$ cat config.mk
export PLATFORM = sky130hd
export DESIGN_NAME = seg7_scan4_flat
export DESIGN_NICKNAME = d
export VERILOG_FILES = /design/src/rtl/seg7_pkg.sv /design/src/rtl/seg7_scan4_if.sv /design/src/rtl/bcd_to_seg7.sv /design/src/rtl/seg7_scan4.sv /design/src/flat_wrapper.sv
export SDC_FILE = /design/constraint.sdc
export NUM_CORES = 1
export LEC_CHECK = 0
export CORE_AREA = 4 4 77 79
export CTS_BUF_LIST = sky130_fd_sc_hd__clkbuf_8 sky130_fd_sc_hd__clkbuf_16
export DETAILED_ROUTE_END_ITERATION = 10
export DIE_AREA = 0 0 81 83
export SYNTH_ARGS = -nofsm -noshare
export SYNTH_HDL_FRONTEND = slang
export SYNTH_SLANG_ARGS = --single-unit
$ cat constraint.sdc
create_clock -name clk -period 2.03 [get_ports clk]
set_input_delay 0.3045 -clock clk [delete_from_list [all_inputs] [get_ports clk]]
set_output_delay 0.3045 -clock clk [all_outputs]
set_load 0.05 [all_outputs]
$ cat src/rtl/seg7_pkg.sv
// Shared constants and helpers for the four-digit seven-segment scanner.
// Segment codes are active-high, bit0 = a through bit6 = g.
package seg7_pkg;

  localparam int NUM_DIGITS = 4;

  localparam logic [6:0] SEG_0     = 7'h3F;
  localparam logic [6:0] SEG_1     = 7'h06;
  localparam logic [6:0] SEG_2     = 7'h5B;
  localparam logic [6:0] SEG_3     = 7'h4F;
  localparam logic [6:0] SEG_4     = 7'h66;
  localparam logic [6:0] SEG_5     = 7'h6D;
  localparam logic [6:0] SEG_6     = 7'h7D;
  localparam logic [6:0] SEG_7     = 7'h07;
  localparam logic [6:0] SEG_8     = 7'h7F;
  localparam logic [6:0] SEG_9     = 7'h6F;
  localparam logic [6:0] SEG_DASH  = 7'h40;
  localparam logic [6:0] SEG_BLANK = 7'h00;

  // True when digit idx and every more-significant digit are zero; digit0 is never a leading zero.
  // Codes 10..15 compare unequal to zero, so they stop the blanking run.
  function automatic logic lead_zero(input logic [15:0] digits, input logic [1:0] idx);
    logic all_zero;
    logic result;
    all_zero = 1'b1;
    result   = 1'b0;
    for (int k = NUM_DIGITS - 1; k > 0; k--) begin
      all_zero = all_zero & (digits[4*k +: 4] == 4'd0);
      if (idx == 2'(k)) result = all_zero;
    end
    return result;
  endfunction

endpackage

$ cat src/rtl/seg7_scan4_if.sv
// Digit data in, scanned segment/anode drive out.
// master drives the digit data, slave is the scanner.
interface seg7_scan4_if;
  logic [15:0] i_digits;
  logic        i_load;
  logic        i_lzb;
  logic [6:0]  o_seg;
  logic [3:0]  o_an;

  modport master (output i_digits, i_load, i_lzb, input  o_seg, o_an);
  modport slave  (input  i_digits, i_load, i_lzb, output o_seg, o_an);
endinterface

$ cat src/rtl/bcd_to_seg7.sv
// Combinational BCD to seven-segment decoder; codes 10..15 show a dash.
module bcd_to_seg7
  import seg7_pkg::*;
(
  input  logic [3:0] bcd,
  output logic [6:0] seg
);

  always_comb begin
    seg = SEG_DASH;
    case (bcd)
      4'd0: seg = SEG_0;
      4'd1: seg = SEG_1;
      4'd2: seg = SEG_2;
      4'd3: seg = SEG_3;
      4'd4: seg = SEG_4;
      4'd5: seg = SEG_5;
      4'd6: seg = SEG_6;
      4'd7: seg = SEG_7;
      4'd8: seg = SEG_8;
      4'd9: seg = SEG_9;
      default: seg = SEG_DASH;
    endcase
  end

endmodule

$ cat src/rtl/seg7_scan4.sv
// Four-digit multiplexed seven-segment driver with shadow register,
// scan prescaler and optional leading-zero blanking.
module seg7_scan4
  import seg7_pkg::*;
#(
  parameter int SCAN_DIV = 50000
) (
  input  logic         clk,
  input  logic         rst,
  seg7_scan4_if.slave  bus
);

  localparam int PW = $clog2(SCAN_DIV);
  localparam logic [PW-1:0] PRESC_LAST = PW'(SCAN_DIV - 1);

  logic [PW-1:0] presc;
  logic [1:0]    idx;
  logic [15:0]   shadow;
  logic [3:0]    digit;
  logic [6:0]    seg_dec;
  logic [6:0]    seg_nxt;
  logic [3:0]    an_q;
  logic [6:0]    seg_q;
  logic          tick;

  assign tick  = (presc == PRESC_LAST);
  assign digit = shadow[{idx, 2'b00} +: 4];

  bcd_to_seg7 u_dec (
    .bcd (digit),
    .seg (seg_dec)
  );

  assign seg_nxt = (bus.i_lzb && lead_zero(shadow, idx)) ? SEG_BLANK : seg_dec;

  // Outputs are decoded from the pre-edge index and shadow, giving one cycle of latency.
  always_ff @(posedge clk) begin
    if (rst) begin
      shadow <= 16'h0000;
      presc  <= '0;
      idx    <= 2'd0;
      an_q   <= 4'b0000;
      seg_q  <= SEG_BLANK;
    end else begin
      if (bus.i_load) shadow <= bus.i_digits;
      presc <= tick ? '0 : presc + 1'b1;
      idx   <= idx + 2'(tick);
      an_q  <= 4'b0001 << idx;
      seg_q <= seg_nxt;
    end
  end

  assign bus.o_an  = an_q;
  assign bus.o_seg = seg_q;

endmodule

$ cat src/flat_wrapper.sv
// flat-port wrapper written by rule: the top's interface ports become plain ports
module seg7_scan4_flat import seg7_pkg::*;
#(
  parameter int SCAN_DIV = 50000
)
  (clk, rst, bus_i_digits, bus_i_load, bus_i_lzb, bus_o_seg, bus_o_an);
  seg7_scan4_if bus_i ();
  input  logic clk;
  input  logic rst;
  input wire logic [$bits(bus_i.i_digits)-1:0] bus_i_digits;
  input wire logic [$bits(bus_i.i_load)-1:0] bus_i_load;
  input wire logic [$bits(bus_i.i_lzb)-1:0] bus_i_lzb;
  output wire logic [$bits(bus_i.o_seg)-1:0] bus_o_seg;
  output wire logic [$bits(bus_i.o_an)-1:0] bus_o_an;
  assign bus_i.i_digits = bus_i_digits;
  assign bus_i.i_load = bus_i_load;
  assign bus_i.i_lzb = bus_i_lzb;
  assign bus_o_seg = bus_i.o_seg;
  assign bus_o_an = bus_i.o_an;
  seg7_scan4 #(.SCAN_DIV(SCAN_DIV)) u_core (.clk(clk), .rst(rst), .bus(bus_i));
endmodule
==> results list <==
* Final hold violation count: 0
* Largest fanout on the critical path: 5
- Vias per inst: about 4.7
* Crit start category: register
- The H-tree generated during clock tree synthesis spans 2 levels.
- Leak pwr: 1.00 nW
* Routed wirelength normalized by instance count: roughly 12 um
- Max-cap violations in this run came to 0.
- Excluding fillers, the count of instances in the completed layout stands at 313.
- The later pin in the worst-skew pair is clocked with a latency of between 0.2 and 0.3 ns.
- Unrepaired setup endpoints after global routing: false
- Entering global routing, the biggest net connects 21 pins.
* Share of post-route cells with drive strength above 1: approximately an eighth
- Kind of critical path: register to register
- The worst setup path is captured at a register.
* Net count reported at finish: 268
* Worst hold margin: 0.469 ns
* Cell at the root of the clock tree: sky130_fd_sc_hd__clkbuf_8
- Post-Route Skew: around 0.0056 ns
- The worst hold path begins at u_core.presc[0].
* Maximum number of buffers from clock root to sink: 2
* Count of antenna diodes in the layout: 0
- Summing the sequential cell areas from Yosys gives roughly 45% of the chip area.
* Number of cells on the worst reg-to-reg path: 6
* GPL Wtd Cong: between 0.8 and 0.9
- The floorplan step set the die height to 83 um.
* Number of synthesized register bits: 45
- The most critical setup path has its startpoint at u_core.idx[0].
- Buffers placed on the I/O ports in this run total 30.
- Of the available clock period, the critical path in the final layout requires 91.1%.
- The flow ran to the end, and the final reports show no timing, DRC or antenna violations.
* Hold EP: u_core.presc[0]
* Number of enable flip-flop cells after synthesis: 0
- Total power density per cell area: ~700 mW/mm^2
- The total count of max-transition violations in the final report is 0.
- Total DRC errors in the routed layout: 0
- From synthesis to final layout, the design area changed by 25.2%.
- The placed instances occupy a cell area of between 0.002 and 0.0025 mm^2.
* Worst hold path depth: 1
* Netlist Area Pre-Place: between 0.002 and 0.0025 mm^2
* Antenna viol nets, final: 0
- The via count of the first global-routing pass came to ~1.4k.
- Endpoint of the worst register-to-register path: u_core.bus.o_seg[1]
- The startpoint identified for the worst register-to-register timing path is u_core.idx[0].
- Highest clock rate: between 500 and 600 MHz
- Net Count, Synth: 230
- Worst IR Drop VDD: ~0.4 mV
- Total track usage: about an eighth
- Placed Cells incl. Taps: ~310
- Dividing the synthesized area by the synthesized cell count gives 10.0 um^2.
- For this block, the routed nets add up to roughly 3700 um of wire.
- CTS Buf Count: 5
- R2R setup slack: approximately 0.18 ns
- Min Clock Period, post-route: 1.85 ns
- After routing, the total negative slack on setup checks comes to 0 ns.
- TritonCTS built the clock tree.
* Antenna violations before repair: 0
- CTS clk-pin slew, worst paths: roughly 0.09 ns
- In this run, post-CTS hold repair placed 0 buffers.
- Post-Syn Instances: a little over 200
- Primary flip-flop cell chosen by synthesis mapping: sky130_fd_sc_hd__dfxtp_1
* Horiz. Die Dim: 81 um
* Violation count after the first detailed-route iteration: 70
* Via count of the routed design: roughly 1.5k
* Total Power: roughly 1.8 mW
- First-pass GRT wire length: 6530 um
- Grt ovf: 0
* Number of warnings reported in the yosys synthesis log: 0
* Worst hold-check path type: register to register
- Final setup violation count: 0
- Core Rows: 27
- For this run, asynchronously set or reset flops after synthesis account for 0%.
- The finished cells cover ~0.0025 mm^2.
* DP HPWL: approximately 2900 um
- In this run, distinct cell masters in the synthesized netlist total 39.
- TritonRoute pass-1 iters: 4
- Crit path arrival time: about 2.1 ns
* Initial cell density of the core: between 30% and 40%
* Die area: 0.00672 mm^2
* Req. time, crit path: between 2 and 2.5 ns
* Max-slew headroom: between 60% and 70%
- Io pins: 31
* Actual transition at the worst max-transition pin: ~0.50 ns
- The floorplan step defined a core boundary enclosing roughly 0.0053 mm^2.
* Clock sink count: 45
[metal layers]
metal  share of wire [%]  global-route usage, %  up-vias
li1                    -                      -      783
met1                  52                   17.9      651
met2                  42                   17.0       32
met3                 5.0                   3.58        2
met4                0.94                   3.69        0
met5                   0                      0        -
[cells in the mapped netlist, types with 6 or more instances]
master                      n  area share (%)
sky130_fd_sc_hd__dfxtp_1   45              45
sky130_fd_sc_hd__ha_1       8             4.9
sky130_fd_sc_hd__xor2_1     6             2.6
sky130_fd_sc_hd__nand2_1    7             1.3
sky130_fd_sc_hd__clkbuf_1   6             1.1
sky130_fd_sc_hd__xnor2_1    6             2.6
sky130_fd_sc_hd__mux2i_1   16             7.9
sky130_fd_sc_hd__inv_1      6             1.1
sky130_fd_sc_hd__nor3_1     6             1.5
sky130_fd_sc_hd__nand3_1    8             2.0
sky130_fd_sc_hd__nor2_1    30             5.6
[kinds of logic after synthesis]
group,synth area share (%)
AO/OA/AOI/OAI,6.68
XOR/XNOR,5.19
adder cells (fa/ha/maj),4.95
buffers and inverters,4.27
flip-flops,44.5
multiplexers,12.4
AND/OR/NAND/NOR,22.0
[placed cells by master (no fill, tap or decap), types with 3 or more instances in the layout]
cell type / netlist / final
sky130_fd_sc_hd__xnor2_1: 6 / 6
sky130_fd_sc_hd__nor2_1: 30 / 30
sky130_fd_sc_hd__xor2_1: 6 / 6
sky130_fd_sc_hd__clkdlybuf4s50_1: 0 / 30
sky130_fd_sc_hd__inv_1: 6 / 5
sky130_fd_sc_hd__mux4_2: 4 / 4
sky130_fd_sc_hd__nor4_1: 4 / 4
sky130_fd_sc_hd__buf_4: 0 / 11
sky130_fd_sc_hd__clkbuf_8: 0 / 6
sky130_fd_sc_hd__mux2i_1: 16 / 16
sky130_fd_sc_hd__and2_1: 3 / 3
sky130_fd_sc_hd__nand2_1: 7 / 7
sky130_fd_sc_hd__nand3_1: 8 / 8
sky130_fd_sc_hd__o21ai_0: 5 / 5
sky130_fd_sc_hd__nand4_1: 3 / 3
sky130_fd_sc_hd__dfxtp_1: 45 / 45
sky130_fd_sc_hd__nor3_1: 6 / 6
sky130_fd_sc_hd__a21oi_1: 5 / 5
sky130_fd_sc_hd__ha_1: 8 / 8
sky130_fd_sc_hd__a211oi_1: 5 / 4
[repair_timing]
item	4_1_cts	5_1_grt
endpoints found under the setup margin	0	2
resized for setup	0	2
buffers inserted	0	0
[worst max path at each step]
stage,end,slack [ns],depth (start not counted)
finish,u_core.bus.o_seg[1],0.18,6
global route,u_core.bus.o_seg[5],0.005,5
CTS,u_core.bus.o_seg[1],0.16,6
detailed placement,u_core.bus.o_seg[3],0.18,6
global placement,u_core.bus.o_seg[3],0.21,6
floorplan,u_core.bus.o_seg[3],0.10,7
[registers in the layout (all words and copies together), names as in the netlist]
| signal | cells |
|---|---|
| u_core.bus.o_an | 4 |
| u_core.presc | 16 |
| u_core.idx | 2 |
| u_core.bus.o_seg | 7 |
| u_core.shadow | 16 |
[critical path: stages (launching register included)]
cell	delay [ns]
sky130_fd_sc_hd__dfxtp_1	0.39
sky130_fd_sc_hd__mux4_2	0.58
sky130_fd_sc_hd__inv_1	0.14
sky130_fd_sc_hd__ha_1	0.24
sky130_fd_sc_hd__and2_1	0.14
sky130_fd_sc_hd__o21a_1	0.16
sky130_fd_sc_hd__nor3_1	0.12
[power by group]
part,internal [mW],switching (mW)
Sequential,0.920,0.0228
Clock,0.276,0.299
Combinational,0.114,0.127
[stage by stage]
step	setup WS (ns)	util, %
floorplan	0.102	-
global placement	0.209	45.6
detailed placement	0.178	45.6
CTS	0.158	47.4
global route	0.00525	47.5
finish	0.182	47.5
[area by class of cell]
cell class	count	area [um^2]
fill	544	2800
tap	72	90.1
multi-input combinational	141	1040
clock buffer	6	82.6
sequential	45	901
timing repair buffer	41	383
clock inverter	2	13.8
inverter	6	22.5
Power figures use the tool's default switching activity.
